<file path="src/rtl/stream_upsize_buf.sv">
// Narrow-to-wide stream upsizer: packs T_DATA_RATIO words into one beat behind a 2-entry FIFO.
// Define STREAM_UPSIZE_TIMEOUT_EN to flush partial beats after TIMEOUT_CYCLES idle cycles.
module stream_upsize_buf #(
  parameter int T_DATA_WIDTH   = 4,
  parameter int T_DATA_RATIO   = 2,
  parameter int TIMEOUT_CYCLES = 16
) (
  input  logic                    clk,
  input  logic                    rst,
  input  logic [T_DATA_WIDTH-1:0] s_data_i,
  input  logic                    s_last_i,
  input  logic                    s_valid_i,
  output logic                    s_ready_o,
  output logic [T_DATA_WIDTH-1:0] m_data_o [T_DATA_RATIO],
  output logic [T_DATA_RATIO-1:0] m_keep_o,
  output logic                    m_last_o,
  output logic                    m_valid_o,
  input  logic                    m_ready_i
);

  localparam int W    = T_DATA_WIDTH;
  localparam int R    = T_DATA_RATIO;
  localparam int DW   = W * R;
  localparam int IDXW = (R > 1) ? $clog2(R) : 1;
  localparam logic [IDXW-1:0] IDX_MAX = IDXW'(R - 1);

  if ((T_DATA_WIDTH < 1) || (T_DATA_RATIO < 2) || (TIMEOUT_CYCLES < 1)) begin : g_param_check
    $error("stream_upsize_buf: illegal parameter value");
  end

  logic [IDXW-1:0] idx_r;
  logic [DW-1:0]   lane_r;
  logic [R-1:0]    keep_r;

  logic [1:0]      count_r;
  logic [1:0]      count_next_s;
  logic            ready_r;
  logic [DW-1:0]   ent0_data_r;
  logic [R-1:0]    ent0_keep_r;
  logic            ent0_last_r;
  logic [DW-1:0]   ent1_data_r;
  logic [R-1:0]    ent1_keep_r;
  logic            ent1_last_r;

  logic            accept_s;
  logic            pop_s;
  logic            complete_s;
  logic            flush_s;
  logic            push_s;
  logic [DW-1:0]   beat_data_s;
  logic [R-1:0]    beat_keep_s;
  logic            beat_last_s;

  // Ready depends only on registered occupancy; reset forces it low combinationally.
  assign s_ready_o = !rst && ready_r;

  // Handshake qualifiers and beat-completion decode.
  always_comb begin
    accept_s   = s_valid_i && s_ready_o;
    pop_s      = (count_r != 2'd0) && m_ready_i;
    complete_s = accept_s && ((idx_r == IDX_MAX) || s_last_i);
    push_s     = complete_s || flush_s;
  end

`ifdef STREAM_UPSIZE_TIMEOUT_EN
  localparam int TW = (TIMEOUT_CYCLES > 1) ? $clog2(TIMEOUT_CYCLES) : 1;
  localparam logic [TW-1:0] TMO_LAST = TW'(TIMEOUT_CYCLES - 1);

  logic [TW-1:0] idle_r;

  // Flush fires on the TIMEOUT_CYCLES-th consecutive idle cycle, and only if the FIFO has room.
  always_comb begin
    flush_s = (idx_r != {IDXW{1'b0}}) && !accept_s && (idle_r == TMO_LAST) && (count_r != 2'd2);
  end

  // Idle counter: saturates at the threshold while the FIFO is full.
  always_ff @(posedge clk) begin
    if (rst) begin
      idle_r <= {TW{1'b0}};
    end else if (accept_s || flush_s) begin
      idle_r <= {TW{1'b0}};
    end else if ((idx_r != {IDXW{1'b0}}) && (idle_r != TMO_LAST)) begin
      idle_r <= idle_r + TW'(1);
    end
  end
`else
  assign flush_s = 1'b0;
`endif

  // Beat as it would be pushed this cycle: the incoming word merged into its lane.
  always_comb begin
    beat_data_s = lane_r;
    beat_keep_s = keep_r;
    beat_last_s = 1'b0;
    if (accept_s) begin
      for (int l = 0; l < R; l++) begin
        if (idx_r == IDXW'(l)) begin
          beat_data_s[l*W +: W] = s_data_i;
          beat_keep_s[l]        = 1'b1;
        end else begin
          beat_data_s[l*W +: W] = lane_r[l*W +: W];
          beat_keep_s[l]        = keep_r[l];
        end
      end
      beat_last_s = s_last_i;
    end else begin
      beat_last_s = 1'b0;
    end
  end

  // Assembly register; cleared after every push so unwritten lanes stay zero.
  always_ff @(posedge clk) begin
    if (rst) begin
      idx_r  <= {IDXW{1'b0}};
      lane_r <= {DW{1'b0}};
      keep_r <= {R{1'b0}};
    end else if (push_s) begin
      idx_r  <= {IDXW{1'b0}};
      lane_r <= {DW{1'b0}};
      keep_r <= {R{1'b0}};
    end else if (accept_s) begin
      idx_r  <= idx_r + IDXW'(1);
      lane_r <= beat_data_s;
      keep_r <= beat_keep_s;
    end
  end

  // Next FIFO occupancy.
  always_comb begin
    count_next_s = count_r;
    case ({push_s, pop_s})
      2'b10:   count_next_s = count_r + 2'd1;
      2'b01:   count_next_s = count_r - 2'd1;
      default: count_next_s = count_r;
    endcase
  end

  // Two-entry FIFO; entry 0 is the head and drives the outputs directly from flops.
  always_ff @(posedge clk) begin
    if (rst) begin
      count_r     <= 2'd0;
      ready_r     <= 1'b1;
      ent0_data_r <= {DW{1'b0}};
      ent0_keep_r <= {R{1'b0}};
      ent0_last_r <= 1'b0;
      ent1_data_r <= {DW{1'b0}};
      ent1_keep_r <= {R{1'b0}};
      ent1_last_r <= 1'b0;
    end else begin
      count_r <= count_next_s;
      ready_r <= (count_next_s != 2'd2);
      case (count_r)
        2'd0: begin
          if (push_s) begin
            ent0_data_r <= beat_data_s;
            ent0_keep_r <= beat_keep_s;
            ent0_last_r <= beat_last_s;
          end
        end
        2'd1: begin
          if (push_s && pop_s) begin
            ent0_data_r <= beat_data_s;
            ent0_keep_r <= beat_keep_s;
            ent0_last_r <= beat_last_s;
          end else if (push_s) begin
            ent1_data_r <= beat_data_s;
            ent1_keep_r <= beat_keep_s;
            ent1_last_r <= beat_last_s;
          end else if (pop_s) begin
            ent0_data_r <= {DW{1'b0}};
            ent0_keep_r <= {R{1'b0}};
            ent0_last_r <= 1'b0;
          end
        end
        2'd2: begin
          if (pop_s) begin
            ent0_data_r <= ent1_data_r;
            ent0_keep_r <= ent1_keep_r;
            ent0_last_r <= ent1_last_r;
            ent1_data_r <= {DW{1'b0}};
            ent1_keep_r <= {R{1'b0}};
            ent1_last_r <= 1'b0;
          end
        end
        default: begin
          count_r <= 2'd0;
        end
      endcase
    end
  end

  // Output lanes unpacked from the FIFO head.
  always_comb begin
    for (int l = 0; l < R; l++) begin
      m_data_o[l] = ent0_data_r[l*W +: W];
    end
    m_keep_o  = ent0_keep_r;
    m_last_o  = ent0_last_r;
    m_valid_o = (count_r != 2'd0);
  end

endmodule

</file>
<file path="config.mk">
export PLATFORM = sky130hd
export DESIGN_NAME = stream_upsize_buf
export DESIGN_NICKNAME = d
export VERILOG_FILES = /design/src/rtl/stream_upsize_buf.sv
export SDC_FILE = /design/constraint.sdc
export NUM_CORES = 1
export LEC_CHECK = 0
export BUFFER_PORTS_ARGS = -buffer_cell sky130_fd_sc_hd__clkbuf_2
export CORE_ASPECT_RATIO = 1.5
export CORE_MARGIN = 2
export CORE_UTILIZATION = 60
export DETAILED_ROUTE_END_ITERATION = 12
export PLACE_DENSITY_LB_ADDON = 0.15
export SETUP_SLACK_MARGIN = 0.05
export SYNTH_ARGS = -nofsm -noshare
export SYNTH_HDL_FRONTEND = slang
export SYNTH_SLANG_ARGS = --single-unit
</file>
<file path="constraint.sdc">
create_clock -name clk -period 6.3 [get_ports clk]
set_clock_uncertainty 0.1 [all_clocks]
set_input_delay 0.945 -clock clk [delete_from_list [all_inputs] [get_ports clk]]
set_output_delay 0.945 -clock clk [all_outputs]
set_load 0.1 [all_outputs]
</file>
== Yosys cells after proc, flatten, opt, wreduce, memory -nomap -nowiden ==
Cells that the tools add are included.
Storage, ports and cells
  input port bits: 9
  register bits: 36
  output and inout port bits: 13
Operators by class
  eq/ne operators: 11
  reduce and logical (&&, ||, !) cells: 16
  add/subtract/negate cells: 3
  bitwise operators: 1
  mux-type cells: 32
Operators with widths (count)
  $mux 8: 7
  $pmux 8 s3: 1
  $pmux 8 s2: 1
  $mux 2: 7
  $ne 2x2->1 const B: 5
  $mux 1: 9
  $mux 4: 2
  $pmux 2 s2: 2
  $ne 3x3->1 const B: 2
  $pmux 2 s3: 1
  $logic_and 1x1->1: 5
  $reduce_and 5->1: 1
  $eq 2x1->1 const B: 2
  $eq 2x2->1 const B: 2
  $reduce_and 4->1: 1
  $reduce_bool 2->1: 2
  $reduce_or 2->1: 2
  $pmux 1 s3: 1
  $reduce_bool 3->1: 1
  $reduce_or 3->1: 1
  $add 2x1->2 const B: 1
  $logic_not 2->1: 1
  $pmux 1 s2: 1
  $sub 2x1->2 const B: 1
  4 further kinds: 4

== Depth between registers and ports, before layout ==
  word-level depth: 7
  gate-level depth with buffers: 10
  depth with buffers taken out: 9

== Least setup slack after synthesis ==
OpenSTA, ideal clock, no wires.
  path kind: input port to output port
  from: in rst
  to: out s_ready_o
  cell stages on the path: 2
  path buffers: 1
  data required time: 5.255 ns
  arrival time: 2.460 ns
  slack: 2.795 ns
  cell sequence: clkbuf_1 -> nor2b_1
On the way
  longest elaborated chain between the ends: 2
Ends and longest elaborated chain
  start, declared: line 9  | input logic rst,
  $logic_not 1->1: line 55  | assign s_ready_o = !rst && ready_r;
  $logic_and 1x1->1: line 55
  end, declared: line 13  | output logic s_ready_o,
Every way passes these cells.

== Worst setup path in the final report ==
  from: in rst
  to: reg ent0_keep_r[0] (netlist: m_keep_o[0])
On the way
  longest elaborated chain between the ends: 7
  elaborated cells on any way between the ends: 13
  classes of those cells: eq/ne: 3; mux: 4; reduce/logical: 6
Ends and longest elaborated chain
  $logic_not 1->1: line 55
  $logic_and 1x1->1: line 55
  $logic_and 1x1->1: line 59  | accept_s = s_valid_i && s_ready_o;
  $logic_and 1x1->1: line 61  | complete_s = accept_s && ((idx_r == IDX_MAX) || s_last_i);
  $logic_and 1x1->1: line 161  | if (push_s && pop_s) begin
  $ne 3x3->1 (no line) or $mux 2 (tied branches)
  $reduce_and 5->1 (no line) or $pmux 2 s3 (tied branches)
  end signal, assigned: line 156  | ent0_keep_r <= beat_keep_s;
  end signal, assigned: line 163  | ent0_keep_r <= beat_keep_s;
  end signal, assigned: line 171  | ent0_keep_r <= {R{1'b0}};
  end, declared: line 39  | logic [R-1:0] ent0_keep_r;
Parallel ways exist; a longest one is shown, timed or not. The select of a mux whose other input is x is not followed.
A chain may end at the register's enable or synchronous reset.

==> impl_summary.md <==
Clock network
The clock sink count is 36. The longest clock path from root to sink contains 2 buffers. Once the clock tree was built, the setup fixing pass inserted 0 buffers. The number of hold-repair buffers added at the cts stage is 0. The clock-pin slew of the registers on the worst-case setup and hold paths is 0.10 ns.

Clock latency on the worst-skew pair, taken at its later pin, is 0.35 ns. Post-CTS repair changed the size of 0 cells. The tree is rooted in a sky130_fd_sc_hd__clkbuf_4. The CTS tree is yes.

Buffers inserted during clock tree synthesis total 5. The H-tree depth is 2.

Placement
The detailed placement HPWL is 2580 µm. Input and output buffers added on the ports amount to 21. The post-placement cell area is 1680 µm². The routability congestion estimate from global placement is 0.826.

Timing
The number of pins exceeding their max-slew limit in the final report is 0. The maximum frequency from static timing analysis is between 200 and 300 MHz. For the pin with the worst max-slew slack, the measured transition is 1.20 ns. The total count of hold-check failures in the final report is 0. The final total negative setup slack is 0 ns.

The final critical path takes up 56.5% of the cycle. Setup repair after global routing left no endpoint under its margin. The worst path in the final design needs a cycle of 3.56 ns, including I/O delays and setup. The remaining max-slew budget at the tightest pin is 19.2%.

The total setup violations reported at the end of the flow is 0.

Worst setup path
Traced cell by cell, the critical path runs through clkbuf_2, and3b_2, o21ai_2, inv_1, ha_1, nor2b_1, o21ai_0, and3_1, a311oi_1. The cell with the largest stage delay on the worst path is sky130_fd_sc_hd__o21ai_0. The worst setup path is launched from an input pin. The category of cells accounting for the largest share of critical-path delay is compound AO/OA/AOI/OAI gates. In this run the worst path has a maximum fanout of 23. The worst setup path is of the in -> reg kind.

The worst setup path is captured at a register. The buffers plus inverters on the worst setup path is 2. In this design, the stage delay of the slowest critical-path cell is a little over 0.9 ns. Data arrives at the worst endpoint at 3.69 ns. At the worst endpoint, the required time is 6.43 ns.

Drt
Dividing the detail-routed via count by the number of cells gives 6.35. The routed wire length per instance is 17.1 µm. The aggregate routed wire length is 3550 µm.

The first detailed-routing pass ran for 4 iterations. The DRC violation count after routing is 0. The violation count after the first detailed-routing iteration is 42.

Across all layers, the routed design uses 1315 vias. The count of nets left with antenna violations once routing finished came out at 0.

Cells and area
The post-route netlist has between 10% and 20% of its cells at a drive strength greater than 1. From synthesis to final layout, the design area changed by 9.98%. For this run, the post-layout net count is 198.

After filler insertion, the fill cell instance count of the layout stands at 222. The final instance area is 1740 µm². 0 antenna diodes ended up in the layout.

Power and ir drop
Net switching is 32.3% of the power. In this run the power density over the cells is around 270 nW/µm². In this run, flip-flops and latches consume 52.2% of the power. Cell internal power was estimated by the tool at 0.312 mW.

Of the total power, combinational logic draws 20.1%. The maximum vdd drop is roughly 0.20 mV. The net switching power is 0.149 mW. The clock network accounts for 27.7% of the total power. In this run the static leakage power is 0.717 nW.

Synth
The multiplexer share of the synthesized area is 5.71%. The most common cell in the synthesized netlist is sky130_fd_sc_hd__dfxtp_1. The post-synthesis instance total is 164.

Counting flops with an async set or reset pin after synthesis yields a share of 0%. The fraction of the mapped netlist area in simple logic gates is about 12%. After synthesis, the netlist uses 33 different library cells. Ranked by total cell area, the synthesized netlist is headed by sky130_fd_sc_hd__dfxtp_1, sky130_fd_sc_hd__mux2i_1, sky130_fd_sc_hd__a2bb2oi_1. The main combinational cell family by area after synthesis is compound AO/OA/AOI/OAI gates. Ranked by instance count, the synthesized netlist is headed by sky130_fd_sc_hd__dfxtp_1, sky130_fd_sc_hd__nor2_1, sky130_fd_sc_hd__a31oi_1. The sequential fraction of the synthesis area is 45.6%. The post-synthesis share of cell area spent on full adders, half adders and majority gates is 5.55%. The average cell area after synthesis is 9.63 µm². The share of the synthesized area in compound gates (AO/OA/AOI/OAI) is 26.2%. The share of synthesized area in the top cell type comes to 45.6%.

The Yosys step of the flow raised 0 warnings. The xor-xnor portion of the synthesized cell area is 0%. The cell taking the most area after synthesis is sky130_fd_sc_hd__dfxtp_1. Counting flops with a built-in enable in the synthesized netlist gives 0. The cell area that synthesis handed to floorplanning was 1580 µm². The number of nets in the synthesized netlist is 180. In the synthesized netlist the dominant register cell turns out to be sky130_fd_sc_hd__dfxtp_1. Synthesis inferred 36 register bits.

Run status
The flow ran to the end, and the final reports show no timing, DRC or antenna violations.

Global route
Entering global routing, the biggest net connects 24 pins. The total global routing track utilization is 27.5%. The overall overflow remaining after global route is 0.

The initial antenna violation count is 0. The via count of the first global-routing pass is 1347. The first global-routing pass estimated between 5000 and 6000 µm of wire.

Die
The die span in x is between 40 and 50 µm. The number of I/O pins is 22. The area of the placeable core is 2480 µm².

The starting density of the core is 63.7%. The total number of placement rows is 22. The overall die area is ~3000 µm². The die height is 66.8 µm.

Job
Max-cap violations in this run came to 0.

Hold path
The worst min-delay path class is reg -> reg.
==> final cells by class <==
class / instances / area (µm²) / share of cell area [%]
inverters: 7 / 26.3 / 1.51
well taps: 24 / 30.0 / 1.73
flip-flops and latches: 36 / 721 / 41.5
repair buffers: 22 / 113 / 6.48
multi-input cells: 110 / 788 / 45.4
clock buffers: 8 / 58.8 / 3.39
==> power groups by stage <==
stage               combinational (mW)  sequential, mW  clock (mW)
finish                          0.0924           0.241       0.128
global route                    0.0975           0.242       0.143
CTS                             0.0924           0.241       0.129
detailed placement              0.0922           0.246           0
global placement                0.0904           0.245           0
floorplan                       0.0356           0.285           0
==> cells by family after synthesis <==
kind of cell / Yosys count
and+or+nand+nor: 38
adders and majority gates: 7
buffers and inverters: 18
AOI/OAI and AO/OA: 56
muxes: 9
DFF: 36
==> metal layers <==
| layer | global-route usage, % | vias up | part of all wire (%) |
|---|---|---|---|
| li1 | - | 646 | - |
| met1 | 29.1 | 638 | 40 |
| met2 | 47.7 | 22 | 54 |
| met3 | 7.59 | 9 | 3.4 |
| met4 | 13.2 | 0 | 2.1 |
| met5 | 0 | - | 0 |
==> metrics by stage <==
| step | power (mW) | cells | util (%) | hold slack (ns) | setup WS [ns] |
|---|---|---|---|---|---|
| 5_1_grt | 0.482 | 207 | 70.1 | 0.377 | 2.50 |
| 3_3_place_gp | 0.336 | 199 | 67.7 | 0.330 | 2.66 |
| 6_report | 0.461 | 207 | 70.1 | 0.344 | 2.74 |
| 4_1_cts | 0.462 | 207 | 70.1 | 0.349 | 2.83 |
| 2_1_floorplan | 0.321 | 164 | - | 0.308 | 2.79 |
| 3_5_place_dp | 0.338 | 199 | 67.7 | 0.335 | 2.45 |
==> final timing paths <==
kind,start,endpoint,slack [ns],cells past startpoint
setup / recovery,rst,m_keep_o[0]$_SDFFE_PP0P_,2.74,9
hold / removal,keep_r[1]$_SDFFE_PP0N_,keep_r[1]$_SDFFE_PP0N_,0.34,2
setup reg to reg,count_r[0]$_SDFF_PP0_,m_keep_o[0]$_SDFFE_PP0P_,3.12,9
hold reg to reg,keep_r[1]$_SDFFE_PP0N_,keep_r[1]$_SDFFE_PP0N_,0.34,2
==> cell usage in the layout (no fill, tap or decap), types with 2 or more instances in the layout <==
cell type                   Yosys  routed
sky130_fd_sc_hd__clkbuf_4       0       5
sky130_fd_sc_hd__mux2i_1        9       9
sky130_fd_sc_hd__nor2_1        17      17
sky130_fd_sc_hd__clkbuf_2       0      21
sky130_fd_sc_hd__and2_1         2       2
sky130_fd_sc_hd__nor2b_1        2       2
sky130_fd_sc_hd__ha_1           7       7
sky130_fd_sc_hd__a31oi_1       11      11
sky130_fd_sc_hd__a211oi_1      10      10
sky130_fd_sc_hd__o2bb2ai_1     10      10
sky130_fd_sc_hd__clkbuf_1       8       2
sky130_fd_sc_hd__nand2_1        4       4
sky130_fd_sc_hd__dfxtp_1       36      36
sky130_fd_sc_hd__inv_1          7       7
sky130_fd_sc_hd__a21oi_1        6       6
sky130_fd_sc_hd__o21ai_0        2       2
sky130_fd_sc_hd__a2bb2oi_1     10      10
sky130_fd_sc_hd__nor3_1         3       3
sky130_fd_sc_hd__nand2b_1       3       3
==> flip-flops by register name, summed over array words and instances, names as in the netlist <==
register,flops
ready_r,1
idx_r,1
m_last_o,1
ent1_data_r,8
m_keep_o,2
lane_r,8
ent1_keep_r,2
ent0_data_r,8
keep_r,2
ent1_last_r,1
count_r,2
==> worst register-to-register path, cell delays in order (launching register included) <==
cell and delay, ns:
sky130_fd_sc_hd__dfxtp_1 0.42, sky130_fd_sc_hd__inv_1 0.09, sky130_fd_sc_hd__ha_1 0.23, sky130_fd_sc_hd__nand2b_1 0.20, sky130_fd_sc_hd__inv_1 0.10, sky130_fd_sc_hd__ha_1 0.23
sky130_fd_sc_hd__nor2b_1 0.06, sky130_fd_sc_hd__o21ai_0 0.92, sky130_fd_sc_hd__and3_1 0.56, sky130_fd_sc_hd__a311oi_1 0.14
Power figures use the tool's default switching activity.
